--- src/rtl/soc_top.sv ---
// Debug-controlled SoC top: a UART command engine drives a 32-bit output
// register, samples a 32-bit input and streams SPI flash reads back to the host.
module soc_top #(
  parameter int BAUD_DIV = 868,
  parameter int SPI_DIV  = 2
) (
  input  logic        clk_i,
  input  logic        rst_i,
  input  logic [31:0] parallel_i,
  output logic [31:0] parallel_o,
  output logic        flashClk_o,
  output logic        flashMosi_o,
  input  logic        flashMiso_i,
  output logic        flashWp_o,
  output logic        flashHold_o,
  output logic        uartTx_o,
  input  logic        uartRx_i
);

  localparam logic [15:0] BAUD_M1      = 16'(BAUD_DIV - 1);
  localparam logic [15:0] BAUD_HALF_M1 = 16'(BAUD_DIV / 2 - 1);
  localparam logic [15:0] SPI_M1       = 16'(SPI_DIV - 1);

  localparam logic [2:0] IDLE       = 3'd0;
  localparam logic [2:0] ARGS       = 3'd1;
  localparam logic [2:0] REPLY      = 3'd2;
  localparam logic [2:0] FLASH_CMD  = 3'd3;
  localparam logic [2:0] FLASH_DATA = 3'd4;
  localparam logic [2:0] FLASH_WAIT = 3'd5;

  // ---------------------------------------------------------------- UART RX
  logic        rx_s1, rx_s2, rx_prev;
  logic        rx_busy;
  logic [15:0] rx_cnt;
  logic [3:0]  rx_bit;
  logic [7:0]  rx_sh;
  logic        rx_vld;

  // Two-flop synchronizer plus one delayed copy for falling-edge detection.
  always_ff @(posedge clk_i) begin
    if (rst_i) begin
      rx_s1   <= 1'b1;
      rx_s2   <= 1'b1;
      rx_prev <= 1'b1;
    end else begin
      rx_s1   <= uartRx_i;
      rx_s2   <= rx_s1;
      rx_prev <= rx_s2;
    end
  end

  // Receive framing: mid-bit sampling, glitch rejection on start, drop on bad stop.
  always_ff @(posedge clk_i) begin
    if (rst_i) begin
      rx_busy <= 1'b0;
      rx_vld  <= 1'b0;
      rx_cnt  <= '0;
      rx_bit  <= '0;
    end else begin
      rx_vld <= 1'b0;
      if (!rx_busy) begin
        if (rx_prev && !rx_s2) begin
          rx_busy <= 1'b1;
          rx_cnt  <= BAUD_HALF_M1;
          rx_bit  <= 4'd0;
        end
      end else if (rx_cnt != 16'd0) begin
        rx_cnt <= rx_cnt - 16'd1;
      end else begin
        rx_cnt <= BAUD_M1;
        if (rx_bit == 4'd0) begin
          if (rx_s2) rx_busy <= 1'b0;
          else       rx_bit  <= 4'd1;
        end else if (rx_bit == 4'd9) begin
          rx_busy <= 1'b0;
          if (rx_s2) rx_vld <= 1'b1;
        end else begin
          rx_bit <= rx_bit + 4'd1;
        end
      end
    end
  end

  // Data bits arrive LSB first, so shift in from the top.
  always_ff @(posedge clk_i) begin
    if (rx_busy && rx_cnt == 16'd0 && rx_bit >= 4'd1 && rx_bit <= 4'd8)
      rx_sh <= {rx_s2, rx_sh[7:1]};
  end

  // ---------------------------------------------------------------- UART TX
  logic        tx_busy;
  logic [15:0] tx_cnt;
  logic [3:0]  tx_bit;
  logic [8:0]  tx_sh;
  logic        tx_line;
  logic        tx_end;
  logic        tx_ready;
  logic        tx_start;
  logic [7:0]  tx_data;

  // Ready in the final stop-bit cycle too, so reply bytes run back-to-back.
  assign tx_end   = tx_busy && (tx_cnt == 16'd0) && (tx_bit == 4'd9);
  assign tx_ready = !tx_busy || tx_end;

  // Transmit framing: start bit, 8 data bits LSB first, stop bit.
  always_ff @(posedge clk_i) begin
    if (rst_i) begin
      tx_busy <= 1'b0;
      tx_line <= 1'b1;
      tx_cnt  <= '0;
      tx_bit  <= '0;
    end else if (tx_start) begin
      tx_busy <= 1'b1;
      tx_line <= 1'b0;
      tx_cnt  <= BAUD_M1;
      tx_bit  <= 4'd0;
    end else if (tx_busy) begin
      if (tx_cnt != 16'd0) begin
        tx_cnt <= tx_cnt - 16'd1;
      end else if (tx_bit == 4'd9) begin
        tx_busy <= 1'b0;
      end else begin
        tx_bit  <= tx_bit + 4'd1;
        tx_line <= tx_sh[0];
        tx_cnt  <= BAUD_M1;
      end
    end
  end

  // The stop bit rides in the top of the shifter behind the data bits.
  always_ff @(posedge clk_i) begin
    if (tx_start)
      tx_sh <= {1'b1, tx_data};
    else if (tx_busy && tx_cnt == 16'd0 && tx_bit != 4'd9)
      tx_sh <= {1'b1, tx_sh[8:1]};
  end

  // ---------------------------------------------------------------- Engine
  logic [2:0]  state;
  logic [7:0]  cmd;
  logic [2:0]  arg_cnt;
  logic [23:0] arg_sh;
  logic [31:0] rep_data;
  logic [2:0]  rep_cnt;
  logic        sck, mosi, hold;
  logic [15:0] spi_cnt;
  logic [5:0]  spi_bits;
  logic [30:0] spi_sh;
  logic [7:0]  miso_sh;
  logic [8:0]  len_cnt;

  assign tx_start = (((state == REPLY) && (rep_cnt != 3'd0)) || (state == FLASH_WAIT)) && tx_ready;
  assign tx_data  = (state == FLASH_WAIT) ? miso_sh : rep_data[31:24];

  // Command decode, argument collection, reply sequencing and SPI read control;
  // data-only registers are left out of reset.
  always_ff @(posedge clk_i) begin
    if (rst_i) begin
      state      <= IDLE;
      arg_cnt    <= '0;
      rep_cnt    <= '0;
      sck        <= 1'b0;
      mosi       <= 1'b0;
      hold       <= 1'b1;
      spi_cnt    <= '0;
      spi_bits   <= '0;
      len_cnt    <= '0;
      parallel_o <= '0;
    end else begin
      case (state)
        IDLE: begin
          if (rx_vld) begin
            cmd <= rx_sh;
            case (rx_sh)
              8'h57, 8'h46: begin
                arg_cnt <= 3'd4;
                state   <= ARGS;
              end
              8'h52: begin
                rep_data <= parallel_i;
                rep_cnt  <= 3'd4;
                state    <= REPLY;
              end
              8'h4F: begin
                rep_data <= parallel_o;
                rep_cnt  <= 3'd4;
                state    <= REPLY;
              end
              default: begin
                rep_data <= {8'h3F, 24'h0};
                rep_cnt  <= 3'd1;
                state    <= REPLY;
              end
            endcase
          end
        end
        ARGS: begin
          if (rx_vld) begin
            arg_sh  <= {arg_sh[15:0], rx_sh};
            arg_cnt <= arg_cnt - 3'd1;
            if (arg_cnt == 3'd1) begin
              if (cmd == 8'h57) begin
                parallel_o <= {arg_sh, rx_sh};
                rep_data   <= {8'h4B, 24'h0};
                rep_cnt    <= 3'd1;
                state      <= REPLY;
              end else begin
                // Read opcode 0x03 has MSB 0, so MOSI starts low; the rest queues here.
                spi_sh   <= {7'b0000011, arg_sh};
                mosi     <= 1'b0;
                len_cnt  <= (rx_sh == 8'h00) ? 9'd256 : {1'b0, rx_sh};
                hold     <= 1'b0;
                sck      <= 1'b0;
                spi_cnt  <= SPI_M1;
                spi_bits <= 6'd32;
                state    <= FLASH_CMD;
              end
            end
          end
        end
        REPLY: begin
          if (tx_start) begin
            rep_data <= {rep_data[23:0], 8'h00};
            rep_cnt  <= rep_cnt - 3'd1;
          end else if (rep_cnt == 3'd0 && !tx_busy) begin
            state <= IDLE;
          end
        end
        FLASH_CMD, FLASH_DATA: begin
          if (spi_cnt != 16'd0) begin
            spi_cnt <= spi_cnt - 16'd1;
          end else begin
            spi_cnt <= SPI_M1;
            if (!sck) begin
              sck <= 1'b1;
              if (state == FLASH_DATA) miso_sh <= {miso_sh[6:0], flashMiso_i};
            end else begin
              sck      <= 1'b0;
              spi_bits <= spi_bits - 6'd1;
              if (state == FLASH_CMD) begin
                spi_sh <= {spi_sh[29:0], 1'b0};
                if (spi_bits == 6'd1) begin
                  mosi     <= 1'b0;
                  spi_bits <= 6'd8;
                  state    <= FLASH_DATA;
                end else begin
                  mosi <= spi_sh[30];
                end
              end else if (spi_bits == 6'd1) begin
                state <= FLASH_WAIT;
              end
            end
          end
        end
        FLASH_WAIT: begin
          // SCK parks low here until the transmitter takes the byte.
          if (tx_start) begin
            if (len_cnt == 9'd1) begin
              hold    <= 1'b1;
              mosi    <= 1'b0;
              sck     <= 1'b0;
              len_cnt <= 9'd0;
              rep_cnt <= 3'd0;
              state   <= REPLY;
            end else begin
              len_cnt  <= len_cnt - 9'd1;
              spi_bits <= 6'd8;
              spi_cnt  <= SPI_M1;
              state    <= FLASH_DATA;
            end
          end
        end
        default: state <= IDLE;
      endcase
    end
  end

  assign flashClk_o  = sck;
  assign flashMosi_o = mosi;
  assign flashHold_o = hold;
  assign flashWp_o   = 1'b1;
  assign uartTx_o    = tx_line;

endmodule

--- config.mk ---
export PLATFORM = sky130hd
export DESIGN_NAME = soc_top
export DESIGN_NICKNAME = d
export VERILOG_FILES = /design/src/rtl/soc_top.sv
export SDC_FILE = /design/constraint.sdc
export NUM_CORES = 1
export LEC_CHECK = 0
export CAP_MARGIN = 20
export CELL_PAD_IN_SITES_DETAIL_PLACEMENT = 0
export CELL_PAD_IN_SITES_GLOBAL_PLACEMENT = 1
export CORE_AREA = 3 3 170 172
export DETAILED_ROUTE_END_ITERATION = 8
export DIE_AREA = 0 0 173 175
export PLACE_DENSITY_LB_ADDON = 0.1
export SLEW_MARGIN = 20
export SYNTH_ARGS = -nofsm -noshare
export SYNTH_HDL_FRONTEND = slang
export SYNTH_SLANG_ARGS = --single-unit
--- constraint.sdc ---
create_clock -name clk_i -period 7.32 [get_ports clk_i]
set_input_delay 1.098 -clock clk_i [delete_from_list [all_inputs] [get_ports clk_i]]
set_output_delay 1.098 -clock clk_i [all_outputs]
set_load 0.1 [all_outputs]
* Word level (Yosys, flattened, before mapping) *
Index checks and enable logic that the tools add are counted.
W data, S select, Z words.

storage, ports and cells
  output and inout port bits = 37
  word-level logic and storage cells = 258
  register bits after elaboration = 241

cells by class
  equality and inequality tests = 40
  bitwise gates (word level) = 7
  order comparisons = 2
  mux-type cells = 113
  reductions and logical operators = 58
  add/sub/neg operators = 9

operators with widths
  kind                     number
  $pmux W32 S3             2
  $mux W31                 6
  $mux W16                 11
  $mux W32                 5
  $mux W3                  22
  $pmux W31 S2             1
  $mux W6                  9
  $mux W9                  6
  $pmux W16 S3             1
  $reduce_bool A16 Y1      3
  $sub A16 B1 Y16 const B  3
  $eq A8 B7 Y1 const B     5
  $ne A2 B2 Y1 const B     17
  $logic_not A16 Y1        2
  $mux W1                  29
  $reduce_and A9 Y1        3
  $mux W4                  6
  $mux W8                  3
  $reduce_and A8 Y1        3
  $mux W10                 2
  $pmux W6 S3              1
  $pmux W9 S2              1
  $pmux W3 S5              1
  $pmux W3 S2              2
  other kinds (38)         85

* Longest topological paths before layout *
Gate-level depths: netlist of the first run.

  depth in word-level cells = 7
  mapped depth = 10
  gate-level depth less buffers = 8

* Worst setup path before layout of the first run *
No wires, ideal clock.

  path kind = register to register
  start = register sck (netlist: flashClk_o)
  end = register spi_sh[0] (enable)
  path slack = 1950 ps
  path buffers = 1
  cell stages (with the launch flop) = 5
  arrival = 4873 ps
  setup time = 497 ps
  path through = dfxtp_1 a211oi_1 or4_1 clkbuf_1 nor4_1

on the way
  cells in the longest elaborated chain, start to end = 2

RTL lines
  element                             RTL line  RTL
  start, declared                     145       logic sck, mosi, hold;
  start signal, assigned              162       sck <= 1'b0;
  start signal, assigned              213       sck <= 1'b0;
  start signal, assigned              235       sck <= 1'b1;
  $ne A2 B2 Y1 (no source line)       n/a
  $reduce_and A8 Y1 (no source line)  n/a
  end signal, assigned                209       spi_sh <= {7'b0000011, arg_sh};
  end signal, assigned                241       spi_sh <= {spi_sh[29:0], 1'b0};
  end, declared                       148       logic [30:0] spi_sh;

Every way passes these cells.
A chain may end at the register's enable or synchronous reset.

* Final worst setup path of the first run *
  start = register state[0]
  end = register spi_sh[18] (enable)

on the way
  cells in the longest elaborated chain, start to end = 4
  elaborated cells between the ends (all ways) = 12

RTL lines
  element                                                              RTL line  RTL
  start, declared                                                      139       logic [2:0] state;
  start signal, assigned                                               159       state <= IDLE;
  start signal, assigned                                               177       state <= ARGS;
  start signal, assigned                                               182       state <= REPLY;
  $eq A3 B3 Y1 or $eq A3 B2 Y1 (tied branches)                         170, 240
  $reduce_or A2 Y1                                                     170       case (state)
  $ne A2 B2 Y1 (no source line) or $reduce_bool A2 Y1 (tied branches)  n/a
  $reduce_and A8 Y1 (no source line) (*)                               n/a

Mark *: on every way between the ends. The rest lies on a longest branch, timed or not.

==> results of run 1 <==
## cell usage after synthesis (all sizes together) (9+ instances only)
cell / number
a21oi: 89
o21ai: 56
a211oi: 10
nand2: 230
nor2: 94
or4: 9
dfxtp: 122
a311oi: 16
inv: 23
nor3: 41
nand2b: 11
edfxtp: 119
a31oi: 21
or3: 16
nor4: 19
xor2: 11
clkbuf: 64
a22oi: 29
ha: 19
nand3: 20
## worst max path at each step
| stage | from | cells past startpoint | endpoint |
|---|---|---|---|
| after global routing | state[0] | 6 | spi_sh[13] |
| after detailed placement | state[0] | 6 | spi_sh[13] |
| final | state[0] | 6 | spi_sh[18] |
| after global placement | state[0] | 6 | spi_sh[14] |
| after floorplan | flashClk_o | 4 | spi_sh[0] |
| after CTS | state[0] | 6 | spi_sh[13] |
## registers in the layout, indices dropped and copies added (netlist names), 3 cells and up
name and flops:
cmd 8, len_cnt 9, spi_sh 31, tx_cnt 16, rep_data 32, state 3, rx_cnt 16, parallel_o 32
arg_cnt 3, rep_cnt 3, arg_sh 24, rx_sh 8, rx_bit 4, spi_bits 6, miso_sh 8, tx_sh 8
tx_bit 4, spi_cnt 16
## final cells by class
type / count / share of cell area, %
Clock inverter: 12 / 1.13
Sequential cell: 241 / 46.4
Inverter: 25 / 0.724
Multi-Input combinational cell: 826 / 35.8
Timing Repair Buffer: 84 / 6.22
Clock buffer: 40 / 6.02
Tap cell: 378 / 3.65
## power groups by stage
stage	logic [uW]	clock network, uW	registers [uW]
final	1130	1400	1690
after global routing	1280	1490	1710
after CTS	1130	1440	1690
after detailed placement	1120	0	1710
after global placement	1130	0	1710
after floorplan	852	0	1690
## metal layers
metal	GRT usage (%)	wire, microns	up-vias
met1	28.8	15100	4172
met4	4.26	604	0
met5	0	0	-
met2	29.9	13400	103
met3	2.30	744	38
li1	-	-	4324
## metrics by stage
step / power (uW) / area [sq um] / std cells / worst slack, ns
floorplan: 2540 / 11000 / 1160 / 1.95
global placement: 2850 / 12000 / 1554 / 3.12
detailed placement: 2840 / 12000 / 1554 / 3.08
CTS: 4260 / 12900 / 1606 / 3.06
global route: 4480 / 13000 / 1606 / 3.14
finish: 4220 / 13000 / 1606 / 3.46
## logic make-up after synthesis
logic type,count (synthesis)
flip-flops,241
AND/OR/NAND/NOR,500
buffers and inverters,93
adder cells (fa/ha/maj),19
multiplexers,2
AO/OA/AOI/OAI,286
other,1
XOR/XNOR,18
==> impl_metrics.yaml, run 1 <==
power_and_ir_drop:
  p_seq_share_pct: 40.1
  p_sw_share_pct: 33.4
  vdd_drop_max_v: 0.000193
  intPower_uw: 2810
  p_switching_uw: 1410
  pwr-share-clk_pct: 33.2
  p_leak_uw: 0.00443
  pwr-share-comb_pct: 26.7
  power_density_nw_per_um2: 326
placed_design:
  place_hpwl_microns: 20300
  gp_congestion: 0.809
  port_buffers: 71
critical_path:
  path_cells: "or3b_2 -> nand2_2 -> and2_1 -> or4_1 -> nor4_2 -> buf_4"
  cp-start-kind: "register"
  crit_required_ns: 7.52
  critPathTopFamily: "simple AND/OR/NAND/NOR gates"
  worst-r2r-setup-slack_ns: 3.46
  cp_num_buf_inv: 1
  r2r_cells: 6
  critPathKind: "register to register"
  path_max_fanout: 34
  crit_arrival_ns: 4.06
  critical_path.slowest_cell: "dfxtp_1"
  timing.rr.start: "state[0]"
  endpoint_kind: "register"
  r2r_end: "spi_sh[18]"
  max_stage_delay_ns: 0.82
logic_synthesis:
  syn_avg_cell_area_sq_um: 9.44
  synth_largest_area_cell: "edfxtp_1"
  synth_edf_count: 119
  yosys.area_share.simple_pct: 21.2
  ys_dominant_reg_cell: "dfxtp_1"
  synth_compound_area_share_pct: 16.8
  synth_top_family_by_area: "simple AND/OR/NAND/NOR gates"
  ys_warn_count: 0
  yosys.area.top_type_share_pct: 32.6
  synth.mux.area_fraction_pct: 0.183
  synthAdderAreaFrac_pct: 2.17
  yosys-top-cells-area: "edfxtp_1 (33%), dfxtp_1 (22%), nand2_1 (7.9%)"
  yosysSeqAreaShare_pct: 54.9
  synth_seq_cells: 241
  syn_area_sq_um: 11000
  syn_inst: 1160
  synth-xor-area-share_pct: 1.44
  async_flop_share_pct: 0
  syn_nets: 1215
  synth_cell_types: 71
worst_hold_path:
  worstHoldEndpoint: "rx_s2"
  hp-class: "register to register"
  hold_depth: 1
  min_from: "rx_s1"
floorplanning:
  initial_core_util_pct: 39.6
  fp-row-count: 61
  ios: 73
  die-height_microns: 175
  die-area_sq_um: 30300
  die_w_microns: 173
  core_area_sq_um: 27600
clock_network:
  cts_buffers: 28
  clk_pin_slew_ns: 0.06
  htreeDepth: 1
  cts_setup_buffers: 0
  cts_root_buf: "clkbuf_16"
  cts_resized: 0
  cts_sinks: 241
  cts_hold_buf: 0
  clk_latency_ns: 0.55
  cts_tree: "yes"
  clockBufferDepth: 3
timing:
  timing.hold.ws_ns: 0.405
  worst_pin_slew_ns: 1.07
  setup-violations-final: 0
  fmax_mhz: 259
  period_share_pct: 52.7
  fin_setup_tns_ns: 0
  finalCriticalPeriod_ns: 3.86
  final_hold_viol_count: 0
  rsz0062_at_grt: "false"
  final_max_slew_viol_count: 0
  skew_ns: 0.0168
  slew_headroom_pct: 28.3
final_layout:
  final_common_cell: "nand2_1"
  multi_input_area_sq_um: 4640
  syn_to_final_growth_pct: 18.2
  layout_common_cells: "nand2_1 (229), dfxtp_1 (122), edfxtp_1 (119), nor2_1 (93), a21oi_1 (88)"
  layout-drive-gt1-share_pct: 6.68
  final_util_pct: 46.9
  fill_cells: 2691
  antenna_cells: 0
  final-seq-area_sq_um: 6020
  nNetsFinal: 1261
detailed_routing:
  ant_nets: 0
  drtIter0Drc: 640
  vias: 8637
  wirelength_microns: 29800
  drc: 0
  dr.pass1.iters: 5
  routedWlPerCell_microns: 18.5
  viasPerCell: 5.38
status:
  outcome: "completed"
grt:
  overflow: 0
  first_global_vias: 8232
  gr-usage-all-layers_pct: 19.2
  grt_pass1_wl_microns: 47100
  grt_max_degree: 61
  antenna_found_initial: 0
run:
  max-cap-violations: 0
No activity file was read; power rests on OpenSTA's default activity.
==> run 2: changes to the inputs <==
==> constraint.sdc (replaced) <==
create_clock -name clk_i -period 3.6 [get_ports clk_i]
set_input_delay 0.54 -clock clk_i [delete_from_list [all_inputs] [get_ports clk_i]]
set_output_delay 0.54 -clock clk_i [all_outputs]
set_load 0.1 [all_outputs]
==> impl_metrics.yaml, run 2 (synthesis gave the netlist of run 1 again) <==
clock_network:
  htreeDepth: 1
  cts_resized: 0
  clk_pin_slew_ns: 0.06
  cts_tree: "yes"
  clockBufferDepth: 3
  clk_latency_ns: 0.56
  cts_sinks: 241
  cts_root_buf: "clkbuf_16"
  cts_buffers: 28
  cts_hold_buf: 0
  cts_setup_buffers: 0
run:
  max-cap-violations: 0
worst_hold_path:
  hp-class: "primary input to register"
floorplanning:
  core_area_sq_um: 27600
  ios: 73
  die-area_sq_um: 30300
  initial_core_util_pct: 39.6
  fp-row-count: 61
  die-height_microns: 175
  die_w_microns: 173
detailed_routing:
  drtIter0Drc: 719
  ant_nets: 0
  routedWlPerCell_microns: 18.3
  dr.pass1.iters: 5
  viasPerCell: 5.40
  drc: 0
  vias: 8765
  wirelength_microns: 29800
placed_design:
  place_ws_ns: 0.563
  place_hpwl_microns: 20500
  placed_cell_area_sq_um: 12200
  port_buffers: 71
  gp_congestion: 0.822
timing:
  finalCriticalPeriod_ns: 3.05
  fin_ws_ns: 0.555
  rsz0062_at_grt: "false"
  period_share_pct: 84.6
  final_max_slew_viol_count: 0
  final_hold_viol_count: 0
  fin_setup_tns_ns: 0
  setup-violations-final: 0
  slew_headroom_pct: 31.0
  worst_pin_slew_ns: 1.03
  timing.hold.ws_ns: 0.354
  fmax_mhz: 328
  skew_ns: 0.0208
grt:
  gr-usage-all-layers_pct: 19.1
  antenna_found_initial: 0
  grt_pass1_wl_microns: 47300
  grt_max_degree: 49
  overflow: 0
  first_global_vias: 8264
critical_path:
  r2r_cells: 8
  path_max_fanout: 31
  worst-r2r-setup-slack_ns: 0.55
  crit_required_ns: 3.80
  timing.rr.start: "spi_cnt[0]"
  endpoint: "spi_sh[25]"
  crit_start: "spi_cnt[0]"
  crit_arrival_ns: 3.24
  critPathKind: "register to register"
  endpoint_kind: "register"
  r2r_end: "spi_sh[25]"
  cp-start-kind: "register"
final_layout:
  antenna_cells: 0
  layout_common_cells: "nand2_1 (230), dfxtp_1 (122), edfxtp_1 (119), nor2_1 (93), a21oi_1 (88)"
  design_area_sq_um: 13200
  final_util_pct: 47.6
  syn_to_final_growth_pct: 20.1
  reg_top3: "parallel_o x32, rep_data x32, spi_sh x31"
  layout-drive-gt1-share_pct: 8.11
  nNetsFinal: 1279
  final_common_cell: "nand2_1"
power_and_ir_drop:
  power_density_nw_per_um2: 671
  vdd_drop_max_v: 0.000312
  p_leak_uw: 0.00455
status:
  outcome: "completed"
-- run 2: changes by cell type in the layout (fill, tap and decap cells not counted), moves of 2 or more --
cell and delta:
buf_4 +18, bufinv_16 +2, clkbuf_1 -5, clkinv_1 +2, clkinv_2 +2
-- run 2: area by class of cell --
type / instances / area, sq um
inverters: 25 / 93.8
clock inverters: 18 / 239
well taps: 378 / 473
repair buffers: 102 / 941
multi-input cells: 826 / 4640
fillers: 2690 / 14500
clock buffers: 34 / 753
flip-flops and latches: 241 / 6020
-- run 2: worst max-delay path, cell delays in order (launching register included) --
cell and delay (ns):
dfxtp_1 0.32, inv_1 0.11, ha_1 0.18, nor4b_1 0.30, nand4_1 0.20, and2_1 0.22, or4_1 0.69, nor4_4 0.26
buf_4 0.41
-- run 2: worst min-delay path by stage --
stage / depth (start not counted) / startpoint / endpoint
2_1_floorplan: 1 / rx_s1 / rx_s2
3_3_place_gp: 1 / rx_s1 / rx_s2
3_5_place_dp: 1 / rx_s1 / rx_s2
4_1_cts: 2 / rst_i / arg_cnt[1]
5_1_grt: 2 / rst_i / arg_cnt[2]
6_report: 2 / rst_i / arg_cnt[1]
-- run 2: stage by stage --
| step | std cells | power, uW |
|---|---|---|
| final | 1624 | 8830 |
| after global routing | 1624 | 9400 |
| after CTS | 1624 | 8920 |
| after detailed placement | 1572 | 5870 |
| after global placement | 1572 | 5860 |
| after floorplan | 1160 | 5180 |
-- run 2: metal layers --
layer	vias up	global-route usage, %	wire (microns)
met5	-	0	0
li1	4358	-	-
met3	37	2.78	1090
met1	4237	29.2	15000
met4	0	3.28	403
met2	133	29.3	13300
-- run 2: where the power goes --
group / internal, uW / switching, uW / total [uW]
clock network: 1850 / 1170 / 3020
logic: 877 / 1520 / 2400
registers: 3190 / 228 / 3420
total: 5920 / 2910 / 8830
==> variant: new RTL, flow settings as in run 2 <==
Put one more register stage on the output `flashMosi_o`, with the module's reset. The value now appears one clock later. The other outputs are not delayed to match.
--- a/src/rtl/soc_top.sv
+++ b/src/rtl/soc_top.sv
@@ -276,7 +276,13 @@
   end
 
   assign flashClk_o  = sck;
-  assign flashMosi_o = mosi;
+  always_ff @(posedge clk_i) begin
+    if (rst_i) begin
+      flashMosi_o <= '0;
+    end else begin
+      flashMosi_o <= mosi;
+    end
+  end
   assign flashHold_o = hold;
   assign flashWp_o   = 1'b1;
   assign uartTx_o    = tx_line;
Check against the original RTL: no difference found for any inputs over 4 cycles, from zero or initial values and one cycle with rst_i high; that may be too few to reach the edited logic, so the function may still have changed.
==> variant against run 2 <==
Total power increased by 3.6%; cell area fell by 1.1%; utilization shrank 0.50 points; largest power group unchanged; routed wire length shrank 1.1%; critical path depth is 2 lower; setup slack gained 220 ps; sequential cell count rose by 1; sequential power is 4% higher; first-iteration DRC count is 26% lower; synthesized area grew 0.15%; synthesized cell count fell by 5.7%.
==> variant: results <==
[yosys]
ys_types = 79
yosys-top-cells-count = 154 x nand2_1, 123 x dfxtp_1, 119 x edfxtp_1, 93 x nor2_1, 81 x a21oi_1
synth_ff_type = dfxtp_1
synthTopCellsByArea = edfxtp_1 33%, dfxtp_1 22%, nand2_1 5.3%, a21oi_1 3.7%, nor2_1 3.2%
synth_xor_area_frac = 0.0263
synth_nets = 1149
synth_mux_area_frac = 0.0265
synth_compound_area_frac = 0.139
synth_fa_ha_area_frac = 0.0217
synth_seq_area_share = 0.550

[critical_path]
r2r-start = tx_cnt[5]$_SDFFE_PP0P_
crit_arrival_ps = 3020
slowest_stage = or4_4
crit_fanout = 32
cpPeakStageDelay_ps = 580
ff2ff_path_depth = 6

[placed_design]
place.gp.congestion = 0.798
place_hpwl_um = 20100

[worst_hold_path]
holdCritPathClass = flop to flop
hp-start = rx_s1$_SDFF_PP1_
hold_depth = 1

[grt]
antenna_found_initial = 2
global_route.usage.met3 = 0.0415
grt_max_degree = 63
grt_pass1_wl_um = 46600
grt_pass1_vias = 8160
grtUsageTotal = 0.191
met1_usage = 0.275
grtUsageMet2 = 0.296

[run_status]
outcome = finished, final reports clean

[power]
p_leak_uw = 0.00437
vdd_drop_max_mv = 0.398

[finish]
final_nets = 1221
drive_gt1_frac = 0.102
n_fill_cell = 2705

[detailed_routing]
routed_wl_um = 29400
vias_per_cell = 5.44
dr.max_layer_used = met5
wl_met3_um = 1690
dr_wl_met2_um = 13000
met1_length_um = 14200
drt_iter0_markers = 529

[clocking]
cts.path.max_buffers = 3
numCtsBuffers = 27
h-tree-depth = 1
post_cts_resized = 0

[sta]
maxSlewHeadroom = 0.312
finalClockSkew_ps = 13.7
variant: cell count changes after synthesis, moves of 8 or more:
| cell | change |
|---|---|
| nand2_1 | -76 |
| a21oi_1 | -8 |
| nand3_1 | +10 |
| xnor2_1 | +16 |
| a311oi_1 | -10 |
| clkbuf_1 | -20 |
| mux2_2 | +24 |
| or3_1 | -11 |
variant: where the power goes:
| group | total [uW] | switching (uW) | internal [uW] |
|---|---|---|---|
| registers | 3570 | 263 | 3310 |
| logic | 2870 | 1720 | 1150 |
| clock network | 2710 | 1130 | 1580 |
variant: final cells by class:
class | count | area, um^2 | area share
sequential | 242 | 6040 | 0.464
multi-input combinational | 768 | 4620 | 0.355
inverter | 29 | 109 | 0.00836
clock inverter | 12 | 124 | 0.00951
timing repair buffer | 98 | 923 | 0.0709
tap | 378 | 473 | 0.0363
clock buffer | 38 | 737 | 0.0566
variant: through the flow:
| step | instance area, um^2 | instances | setup slack [ps] |
|---|---|---|---|
| 4_1_cts | 13000 | 1565 | 782 |
| 6_report | 13000 | 1565 | 775 |
| 2_1_floorplan | 11000 | 1094 | 207 |
| 5_1_grt | 13000 | 1565 | 465 |
| 3_3_place_gp | 12200 | 1515 | 850 |
| 3_5_place_dp | 12200 | 1515 | 793 |
variant: final timing paths:
| path | end | slack, ps |
|---|---|---|
| max reg2reg | rep_data[2]$_DFFE_PP_ | 770 |
| min reg2reg | rx_s2$_SDFF_PP1_ | 410 |
| min | rx_s2$_SDFF_PP1_ | 410 |
| max | rep_data[2]$_DFFE_PP_ | 770 |
variant: cell families (layout without fill, tap and decap cells):
group	count (synthesis)	in the layout
buf+inv	84	177
xor+xnor	33	33
fa+ha+maj	19	19
other cells	1	1
compound gates	241	241
flops	242	242
simple gates	448	448
mux	26	26
